**src/rtl/load_store_unit_if.sv**
```systemverilog
// Load/store unit bus bundle.
// Groups the core request/response handshake, the data memory port and the
// completion counters. 'slave' is the load/store unit's view; 'master' is the
// view of the core plus data memory that surround it.
//   req_*   : core request (valid/ready, write flag, two addresses, store data)
//   rsp_*   : load response (valid/ready, two read words)
//   mem_*   : data memory port (enable, read/write-not, addresses, data)
//   *_cnt   : completed load/store counters
interface load_store_unit_if #(
  parameter int unsigned DATA_W = 8,
  parameter int unsigned ADDR_W = 6
);
  localparam int unsigned CNT_W = 8;

  logic              req_valid;
  logic              req_ready;
  logic              req_write;
  logic [ADDR_W-1:0] req_addr1;
  logic [ADDR_W-1:0] req_addr2;
  logic [DATA_W-1:0] req_wdata;
  logic              rsp_valid;
  logic              rsp_ready;
  logic [DATA_W-1:0] rsp_data1;
  logic [DATA_W-1:0] rsp_data2;
  logic              mem_enable;
  logic              mem_read_writenot;
  logic [ADDR_W-1:0] mem_address1;
  logic [ADDR_W-1:0] mem_address2;
  logic [ADDR_W-1:0] mem_write_address;
  logic [DATA_W-1:0] mem_in_data;
  logic [DATA_W-1:0] mem_out_data1;
  logic [DATA_W-1:0] mem_out_data2;
  logic [CNT_W-1:0]  load_cnt;
  logic [CNT_W-1:0]  store_cnt;

  modport slave (
    input  req_valid, req_write, req_addr1, req_addr2, req_wdata,
    input  rsp_ready, mem_out_data1, mem_out_data2,
    output req_ready, rsp_valid, rsp_data1, rsp_data2,
    output mem_enable, mem_read_writenot, mem_address1, mem_address2,
    output mem_write_address, mem_in_data, load_cnt, store_cnt
  );

  modport master (
    output req_valid, req_write, req_addr1, req_addr2, req_wdata,
    output rsp_ready, mem_out_data1, mem_out_data2,
    input  req_ready, rsp_valid, rsp_data1, rsp_data2,
    input  mem_enable, mem_read_writenot, mem_address1, mem_address2,
    input  mem_write_address, mem_in_data, load_cnt, store_cnt
  );
endinterface

```
**src/rtl/load_store_unit.sv**
```systemverilog
// Load/store unit: accepts one core request at a time, drives a single-cycle
// data memory access, and for loads returns two read words via a valid/ready
// response. Counts completed loads and stores (8-bit, wrapping).
// Ports:
//   clk  : clock, all state on posedge
//   rst  : asynchronous active-low reset
//   bus  : load_store_unit_if.slave (request, response, memory, counters)
module load_store_unit #(
  parameter int unsigned DATA_W = 8,
  parameter int unsigned ADDR_W = 6
) (
  input  logic              clk,
  input  logic              rst,
  load_store_unit_if.slave  bus
);
  localparam int unsigned CNT_W = 8;

  typedef enum logic [1:0] {
    S_IDLE    = 2'd0,
    S_ISSUE   = 2'd1,
    S_CAPTURE = 2'd2,
    S_RESP    = 2'd3
  } state_t;

  state_t            r_state;
  state_t            w_state_nxt;
  logic              w_accept;
  logic              w_store_done;
  logic              w_load_done;
  logic              w_write_nxt;
  logic              w_req_ready_nxt;
  logic              w_rsp_valid_nxt;
  logic              w_mem_enable_nxt;
  logic              w_mem_rwn_nxt;

  logic              r_write;
  logic [ADDR_W-1:0] r_addr1;
  logic [ADDR_W-1:0] r_addr2;
  logic [DATA_W-1:0] r_wdata;
  logic              r_req_ready;
  logic              r_rsp_valid;
  logic              r_mem_enable;
  logic              r_mem_rwn;
  logic [DATA_W-1:0] r_rsp_data1;
  logic [DATA_W-1:0] r_rsp_data2;
  logic [CNT_W-1:0]  r_load_cnt;
  logic [CNT_W-1:0]  r_store_cnt;

  // State register
  always_ff @(posedge clk or negedge rst) begin
    if (!rst) r_state <= S_IDLE;
    else      r_state <= w_state_nxt;
  end

  // Next state, completion strobes and next values of the registered outputs
  always_comb begin
    w_state_nxt  = r_state;
    w_accept     = 1'b0;
    w_store_done = 1'b0;
    w_load_done  = 1'b0;
    unique case (r_state)
      S_IDLE: begin
        if (bus.req_valid) begin
          w_accept    = 1'b1;
          w_state_nxt = S_ISSUE;
        end
      end
      S_ISSUE: begin
        if (r_write) begin
          w_store_done = 1'b1;
          w_state_nxt  = S_IDLE;
        end else begin
          w_state_nxt  = S_CAPTURE;
        end
      end
      S_CAPTURE: begin
        w_load_done = 1'b1;
        w_state_nxt = S_RESP;
      end
      S_RESP: begin
        if (bus.rsp_ready) w_state_nxt = S_IDLE;
      end
      default: w_state_nxt = S_IDLE;
    endcase
    // Outputs are registered, so they are decoded from the state being entered
    w_write_nxt      = w_accept ? bus.req_write : r_write;
    w_req_ready_nxt  = (w_state_nxt == S_IDLE);
    w_rsp_valid_nxt  = (w_state_nxt == S_RESP);
    w_mem_enable_nxt = (w_state_nxt == S_ISSUE);
    w_mem_rwn_nxt    = !(w_mem_enable_nxt && w_write_nxt);
  end

  // Request latch, registered outputs, response capture and counters
  always_ff @(posedge clk or negedge rst) begin
    if (!rst) begin
      r_write      <= 1'b0;
      r_addr1      <= '0;
      r_addr2      <= '0;
      r_wdata      <= '0;
      r_req_ready  <= 1'b1;
      r_rsp_valid  <= 1'b0;
      r_mem_enable <= 1'b0;
      r_mem_rwn    <= 1'b1;
      r_rsp_data1  <= '0;
      r_rsp_data2  <= '0;
      r_load_cnt   <= '0;
      r_store_cnt  <= '0;
    end else begin
      r_req_ready  <= w_req_ready_nxt;
      r_rsp_valid  <= w_rsp_valid_nxt;
      r_mem_enable <= w_mem_enable_nxt;
      r_mem_rwn    <= w_mem_rwn_nxt;
      if (w_accept) begin
        r_write <= bus.req_write;
        r_addr1 <= bus.req_addr1;
        r_addr2 <= bus.req_addr2;
        r_wdata <= bus.req_wdata;
      end
      if (w_load_done) begin
        r_rsp_data1 <= bus.mem_out_data1;
        r_rsp_data2 <= bus.mem_out_data2;
        r_load_cnt  <= r_load_cnt + CNT_W'(1);
      end
      if (w_store_done) r_store_cnt <= r_store_cnt + CNT_W'(1);
    end
  end

  // Memory address/data follow the latched request and hold between accesses
  assign bus.req_ready         = r_req_ready;
  assign bus.rsp_valid         = r_rsp_valid;
  assign bus.rsp_data1         = r_rsp_data1;
  assign bus.rsp_data2         = r_rsp_data2;
  assign bus.mem_enable        = r_mem_enable;
  assign bus.mem_read_writenot = r_mem_rwn;
  assign bus.mem_address1      = r_addr1;
  assign bus.mem_address2      = r_addr2;
  assign bus.mem_write_address = r_addr1;
  assign bus.mem_in_data       = r_wdata;
  assign bus.load_cnt          = r_load_cnt;
  assign bus.store_cnt         = r_store_cnt;
endmodule
```
**src/flat_wrapper.sv**
```systemverilog
// flat-port wrapper written by rule: the top's interface ports become plain ports
module load_store_unit_flat 
#(
  parameter int unsigned DATA_W = 8,
  parameter int unsigned ADDR_W = 6
)
  (clk, rst, bus_req_valid, bus_req_write, bus_req_addr1, bus_req_addr2, bus_req_wdata, bus_rsp_ready, bus_mem_out_data1, bus_mem_out_data2, bus_req_ready, bus_rsp_valid, bus_rsp_data1, bus_rsp_data2, bus_mem_enable, bus_mem_read_writenot, bus_mem_address1, bus_mem_address2, bus_mem_write_address, bus_mem_in_data, bus_load_cnt, bus_store_cnt);
  load_store_unit_if #(.DATA_W(DATA_W), .ADDR_W(ADDR_W)) bus_i ();
  input  logic clk;
  input  logic rst;
  input wire logic [$bits(bus_i.req_valid)-1:0] bus_req_valid;
  input wire logic [$bits(bus_i.req_write)-1:0] bus_req_write;
  input wire logic [$bits(bus_i.req_addr1)-1:0] bus_req_addr1;
  input wire logic [$bits(bus_i.req_addr2)-1:0] bus_req_addr2;
  input wire logic [$bits(bus_i.req_wdata)-1:0] bus_req_wdata;
  input wire logic [$bits(bus_i.rsp_ready)-1:0] bus_rsp_ready;
  input wire logic [$bits(bus_i.mem_out_data1)-1:0] bus_mem_out_data1;
  input wire logic [$bits(bus_i.mem_out_data2)-1:0] bus_mem_out_data2;
  output wire logic [$bits(bus_i.req_ready)-1:0] bus_req_ready;
  output wire logic [$bits(bus_i.rsp_valid)-1:0] bus_rsp_valid;
  output wire logic [$bits(bus_i.rsp_data1)-1:0] bus_rsp_data1;
  output wire logic [$bits(bus_i.rsp_data2)-1:0] bus_rsp_data2;
  output wire logic [$bits(bus_i.mem_enable)-1:0] bus_mem_enable;
  output wire logic [$bits(bus_i.mem_read_writenot)-1:0] bus_mem_read_writenot;
  output wire logic [$bits(bus_i.mem_address1)-1:0] bus_mem_address1;
  output wire logic [$bits(bus_i.mem_address2)-1:0] bus_mem_address2;
  output wire logic [$bits(bus_i.mem_write_address)-1:0] bus_mem_write_address;
  output wire logic [$bits(bus_i.mem_in_data)-1:0] bus_mem_in_data;
  output wire logic [$bits(bus_i.load_cnt)-1:0] bus_load_cnt;
  output wire logic [$bits(bus_i.store_cnt)-1:0] bus_store_cnt;
  assign bus_i.req_valid = bus_req_valid;
  assign bus_i.req_write = bus_req_write;
  assign bus_i.req_addr1 = bus_req_addr1;
  assign bus_i.req_addr2 = bus_req_addr2;
  assign bus_i.req_wdata = bus_req_wdata;
  assign bus_i.rsp_ready = bus_rsp_ready;
  assign bus_i.mem_out_data1 = bus_mem_out_data1;
  assign bus_i.mem_out_data2 = bus_mem_out_data2;
  assign bus_req_ready = bus_i.req_ready;
  assign bus_rsp_valid = bus_i.rsp_valid;
  assign bus_rsp_data1 = bus_i.rsp_data1;
  assign bus_rsp_data2 = bus_i.rsp_data2;
  assign bus_mem_enable = bus_i.mem_enable;
  assign bus_mem_read_writenot = bus_i.mem_read_writenot;
  assign bus_mem_address1 = bus_i.mem_address1;
  assign bus_mem_address2 = bus_i.mem_address2;
  assign bus_mem_write_address = bus_i.mem_write_address;
  assign bus_mem_in_data = bus_i.mem_in_data;
  assign bus_load_cnt = bus_i.load_cnt;
  assign bus_store_cnt = bus_i.store_cnt;
  load_store_unit #(.DATA_W(DATA_W), .ADDR_W(ADDR_W)) u_core (.clk(clk), .rst(rst), .bus(bus_i));
endmodule
```
**config.mk**
```make
export PLATFORM = sky130hd
export DESIGN_NAME = load_store_unit_flat
export DESIGN_NICKNAME = d
export VERILOG_FILES = /design/src/rtl/load_store_unit_if.sv /design/src/rtl/load_store_unit.sv /design/src/flat_wrapper.sv
export SDC_FILE = /design/constraint.sdc
export NUM_CORES = 1
export LEC_CHECK = 0
export CAP_MARGIN = 30
export CORE_UTILIZATION = 38
export CTS_BUF_LIST = sky130_fd_sc_hd__clkbuf_16
export CTS_CLUSTER_SIZE = 30
export DETAILED_ROUTE_END_ITERATION = 6
export MAX_ROUTING_LAYER = met4
export PLACE_DENSITY_LB_ADDON = 0.05
export SYNTH_ARGS = -nofsm -noshare
export SYNTH_HDL_FRONTEND = slang
export SYNTH_SLANG_ARGS = --single-unit
```
**constraint.sdc**
```tcl
create_clock -name clk -period 1.5 [get_ports clk]
set_input_delay 0.45 -clock clk [delete_from_list [all_inputs] [get_ports clk]]
set_output_delay 0.45 -clock clk [all_outputs]
set_load 0.1 [all_outputs]
```
# [Yosys cells after proc, flatten, opt, wreduce, memory -nomap -nowiden]
# Cells that the tools add are included.
[word_totals] ff_bits=59 elab_cells=34 output_inout_bits=62
[classes] muxes=10 n_reduce_logical=4 addsub=2 eq_ne=5
[ops] operator="8-bit by 1-bit adder with 8-bit output (second input constant)" count=2
[ops] operator="2-bit one-hot mux with 4 select lines" count=1
[ops] operator="2-bit equality test (second input constant)" count=3
[ops] operator="1-bit two-way mux" count=6
[ops] operator="2-bit two-way mux" count=3
[ops] operator="2-bit by 1-bit equality test with 1-bit output (second input constant)" count=2
[ops] operator="2-bit logical NOT" count=2
[ops] operator="1-bit logical AND" count=1
[ops] operator="1-bit logical NOT" count=1

# [Depth between registers and ports, before layout]
# Gate-level depths: netlist (run 1).
[depth] ltp_word=5 depth_mapped=5 depth_no_buf=4

# [Worst setup path before layout (run 1)]
# Ideal clock, no wire load.
[synth_path] path_type="register -> output" from="register u_core.r_addr1[0] (netlist: u_core.bus.mem_address1[0])" to="output bus_mem_write_address[0]" stages_incl_launch_ff=2 setup_slack_ns=-0.287 path_buffers=1 arrival_time_ns=1.337 cell_sequence="dfrtp_1 buf_4"
[synth_rtl] item="start: declaration" line="load_store_unit.sv:37" source="logic [ADDR_W-1:0] r_addr1;"
[synth_rtl] item="start signal: assignment" line="load_store_unit.sv:115" source="r_addr1 <= bus.req_addr1;"
[synth_rtl] item="end: declaration" line="flat_wrapper.sv:27" source="output wire logic [$bits(bus_i.mem_write_address)-1:0] bus_mem_write_address;"
# No word-level cell between the ends.

# [Worst setup path in the final report (run 1)]
[layout_path] from="register u_core.r_mem_rwn (netlist: u_core.bus.mem_read_writenot)" to="output bus_mem_read_writenot"
[layout_rtl] item="start: declaration" line="load_store_unit.sv:43" source="logic r_mem_rwn;"
[layout_rtl] item="start signal: assignment" line="load_store_unit.sv:112" source="r_mem_rwn <= w_mem_rwn_nxt;"
[layout_rtl] item="end: declaration" line="flat_wrapper.sv:24" source="output wire logic [$bits(bus_i.mem_read_writenot)-1:0] bus_mem_read_writenot;"
# No word-level cell between the ends.

==> metrics.txt, run 1 <==
vias per cell 4.63; Ports just over 100; layout cells sized above 1 a little over two fifths; CP Class flop to output pin; largest net degree at the start of global routing 60; Slew HR between 70% and 80%; core area approximately 5900 um^2; syn avg cell area between 10 and 15 um^2; # setup viols final 0; Syn Nets 237; Clock Tree Root clkbuf_16; EDFF count, synth 0; Area Overhead vs Synth 87.8%; DRC errors left 0; post-route insts no fill ~380; Starting Density 39.5%; initial antenna violation count 0; Top delay family on crit path flip-flops; post-synth cell types 27; GRT overflow 0; hold_ws approximately 0.14 ns; GPL Wtd Cong around 0.69; Synth Flop Type dfrtp_1; drt pass-1 iters 6; via count between 1500 and 2000; clk buf depth 2; status finished, final reports clean; H-tree depth 3; global-route wire length before repair about 8.5 mm; worst-case clock skew between 0.007 and 0.008 ns; clk_lat worst skew ~0.32 ns; row count 28; vias in the first global route between 1500 and 2000; Final HPWL DP between 3 and 4 mm; placed insts 366; fin crit share a little over nine tenths; endpoints failing hold 0; Max Cap Viol 0; RSZ-0062 raised after global routing true; Slowest-stage cell, CP dfstp_2; die area ~6500 um^2; FMAX 674 MHz; initial DRC count between 80 and 90; CP max FO 1; CTS Buf Count 9; final WL between 5 and 6 mm; Die X-Extent 80.5 um; Antenna Nets Post-Route 0; worst path bufs/invs 1; # port buffers between 100 and 150; register area share after synthesis 63.2%; Syn. warnings 0; NumNets Final 346; Worst setup EP type output pin; Slew @ Worst Pin approximately 0.3 ns; Synth Cell Area about 2300 um^2; Total GRT Usage about 18%; antenna diode count 0; routed len/inst between 10 and 15 um; Post-CTS Hold Buffers 0; clock sinks between 50 and 60; Synth Instances ~190; critical path launch point type flop; max incr delay on CP approximately 0.54 ns; most common cell after layout, fill and taps aside buf_12; Synth Register Bits 59; fillcell total 399; count of final max-slew check failures 0; CTS tree built; Worst Path Required ~1.1 ns; Die Ht roughly 80 um; Tmin final between 1 and 1.5 ns; HP Class input port to async pin; Async SR Flop Fraction 100%; Layout Utilization 74.2%; Worst EP arrival approximately 1.0 ns; most frequent cells in the layout 64 x buf_12, 57 x nand2_1, 38 x clkdlybuf4s50_1; clock slew at reported path FFs about 0.050 ns; crit path cell chain buf_12
[routing by layer]
layer	global-route usage [%]	up-vias	share of wire, %
met1	22.2	854	41
met4	8.04	0	0.98
met3	5.80	6	6.6
li1	-	847	-
met5	-	-	0
met2	28.1	67	51
[cells in the mapped netlist (2+ instances only)]
cell type  number  area [um^2]
dfstp_2         2         52.6
nand4_1         4         25.0
nand2_1        57          214
buf_4           6         45.0
buf_2           3         15.0
xor2_1          7         61.3
xnor2_1         7         61.3
ha_1            2         25.0
mux2_2         22          248
nand3_1         2         10.0
dfrtp_1        57         1430
nor2_1          4         15.0
inv_1           3         11.3
nor3_1          4         20.0
buf_6           2         22.5
[final timing paths]
check | startpoint | end | slack, ns | cells past startpoint
max in group asynchronous | rst | u_core.bus.req_ready | 1.07 | 2
worst max register to register | u_core.r_state[1] | u_core.bus.store_cnt[7] | 0.13 | 3
min in group clk | bus_req_valid | u_core.r_state[0] | 0.45 | 3
worst min register to register | u_core.bus.store_cnt[5] | u_core.bus.store_cnt[5] | 0.51 | 1
worst max-delay path | u_core.bus.mem_read_writenot | bus_mem_read_writenot | 0.02 | 1
worst min-delay path | rst | u_core.bus.mem_address1[5] | 0.14 | 2
[registers in the layout, indices dropped and copies added, names as in the netlist]
| name | flops |
|---|---|
| u_core.bus.rsp_data1 | 8 |
| u_core.r_state | 2 |
| u_core.bus.mem_address2 | 6 |
| u_core.r_write | 1 |
| u_core.bus.mem_address1 | 6 |
| u_core.bus.store_cnt | 8 |
| u_core.bus.load_cnt | 8 |
| u_core.bus.mem_read_writenot | 1 |
| u_core.bus.req_ready | 1 |
| u_core.bus.mem_enable | 1 |
| u_core.bus.rsp_data2 | 8 |
| u_core.bus.rsp_valid | 1 |
| u_core.bus.mem_in_data | 8 |
[cell families after synthesis]
logic type                 after synthesis  share of synthesized area [%]
DFF                                     59                           63.2
and+or+nand+nor                         80                           15.1
adders and majority gates                2                           1.07
xor gates and xnor gates                14                           5.24
buffers and inverters                   15                           4.17
muxes                                   22                           10.6
AOI/OAI and AO/OA                        2                          0.642
[layout make-up]
cell class	instances	area, um^2	area share, %
Timing Repair Buffer	110	1730	39.4
Clock inverter	7	53.8	1.22
Tap cell	75	93.8	2.14
Inverter	3	11.3	0.256
Multi-Input combinational cell	120	774	17.6
Clock buffer	9	225	5.13
Sequential cell	59	1500	34.2
[metrics by stage]
step	cell area, um^2	worst slack (ns)	TNS [ns]
after CTS	4380	0.00269	0
after detailed placement	4090	-0.363	-7.14
after global routing	4390	-0.00727	-0.0143
after floorplan	2360	0.00550	0
final	4390	0.0166	0
after global placement	4090	-0.329	-6.53
[worst reg2reg max path, cell delays in order, from the launching register on]
cell and delay (ns):
dfrtp_1 0.46, nand3b_1 0.34, nor4_2 0.34, xor2_1 0.17
[what timing repair did]
action,CTS,global route
buffers inserted,0,1
resized for setup,3,2
endpoints found under the setup margin,17,8
Power of run 1 is left out: the tool's default activity adds up to more than one toggle a clock period on the data nets, which glitch-free logic cannot reach.
==> run 2: changes to the inputs <==
--- a/config.mk
+++ b/config.mk
@@ -8,7 +8,7 @@
 export CAP_MARGIN = 30
 export CORE_UTILIZATION = 38
 export CTS_BUF_LIST = sky130_fd_sc_hd__clkbuf_16
-export CTS_CLUSTER_SIZE = 30
+export CTS_CLUSTER_SIZE = 25
 export DETAILED_ROUTE_END_ITERATION = 6
 export MAX_ROUTING_LAYER = met4
 export PLACE_DENSITY_LB_ADDON = 0.05
==> results of run 2 <==
No change in the layout: final DEF, timing and power equal those of run 1.
Power of run 2 is left out for the same reason.
==> run 3: changes to the inputs <==
--- a/config.mk
+++ b/config.mk
@@ -8,6 +8,7 @@
 export CAP_MARGIN = 30
 export CORE_UTILIZATION = 38
 export CTS_BUF_LIST = sky130_fd_sc_hd__clkbuf_16
+export CTS_CLUSTER_DIAMETER = 100
 export CTS_CLUSTER_SIZE = 25
 export DETAILED_ROUTE_END_ITERATION = 6
 export MAX_ROUTING_LAYER = met4
==> results of run 3 <==
No change in the layout: final DEF, timing and power equal those of run 1.
Power of run 3 is left out for the same reason.
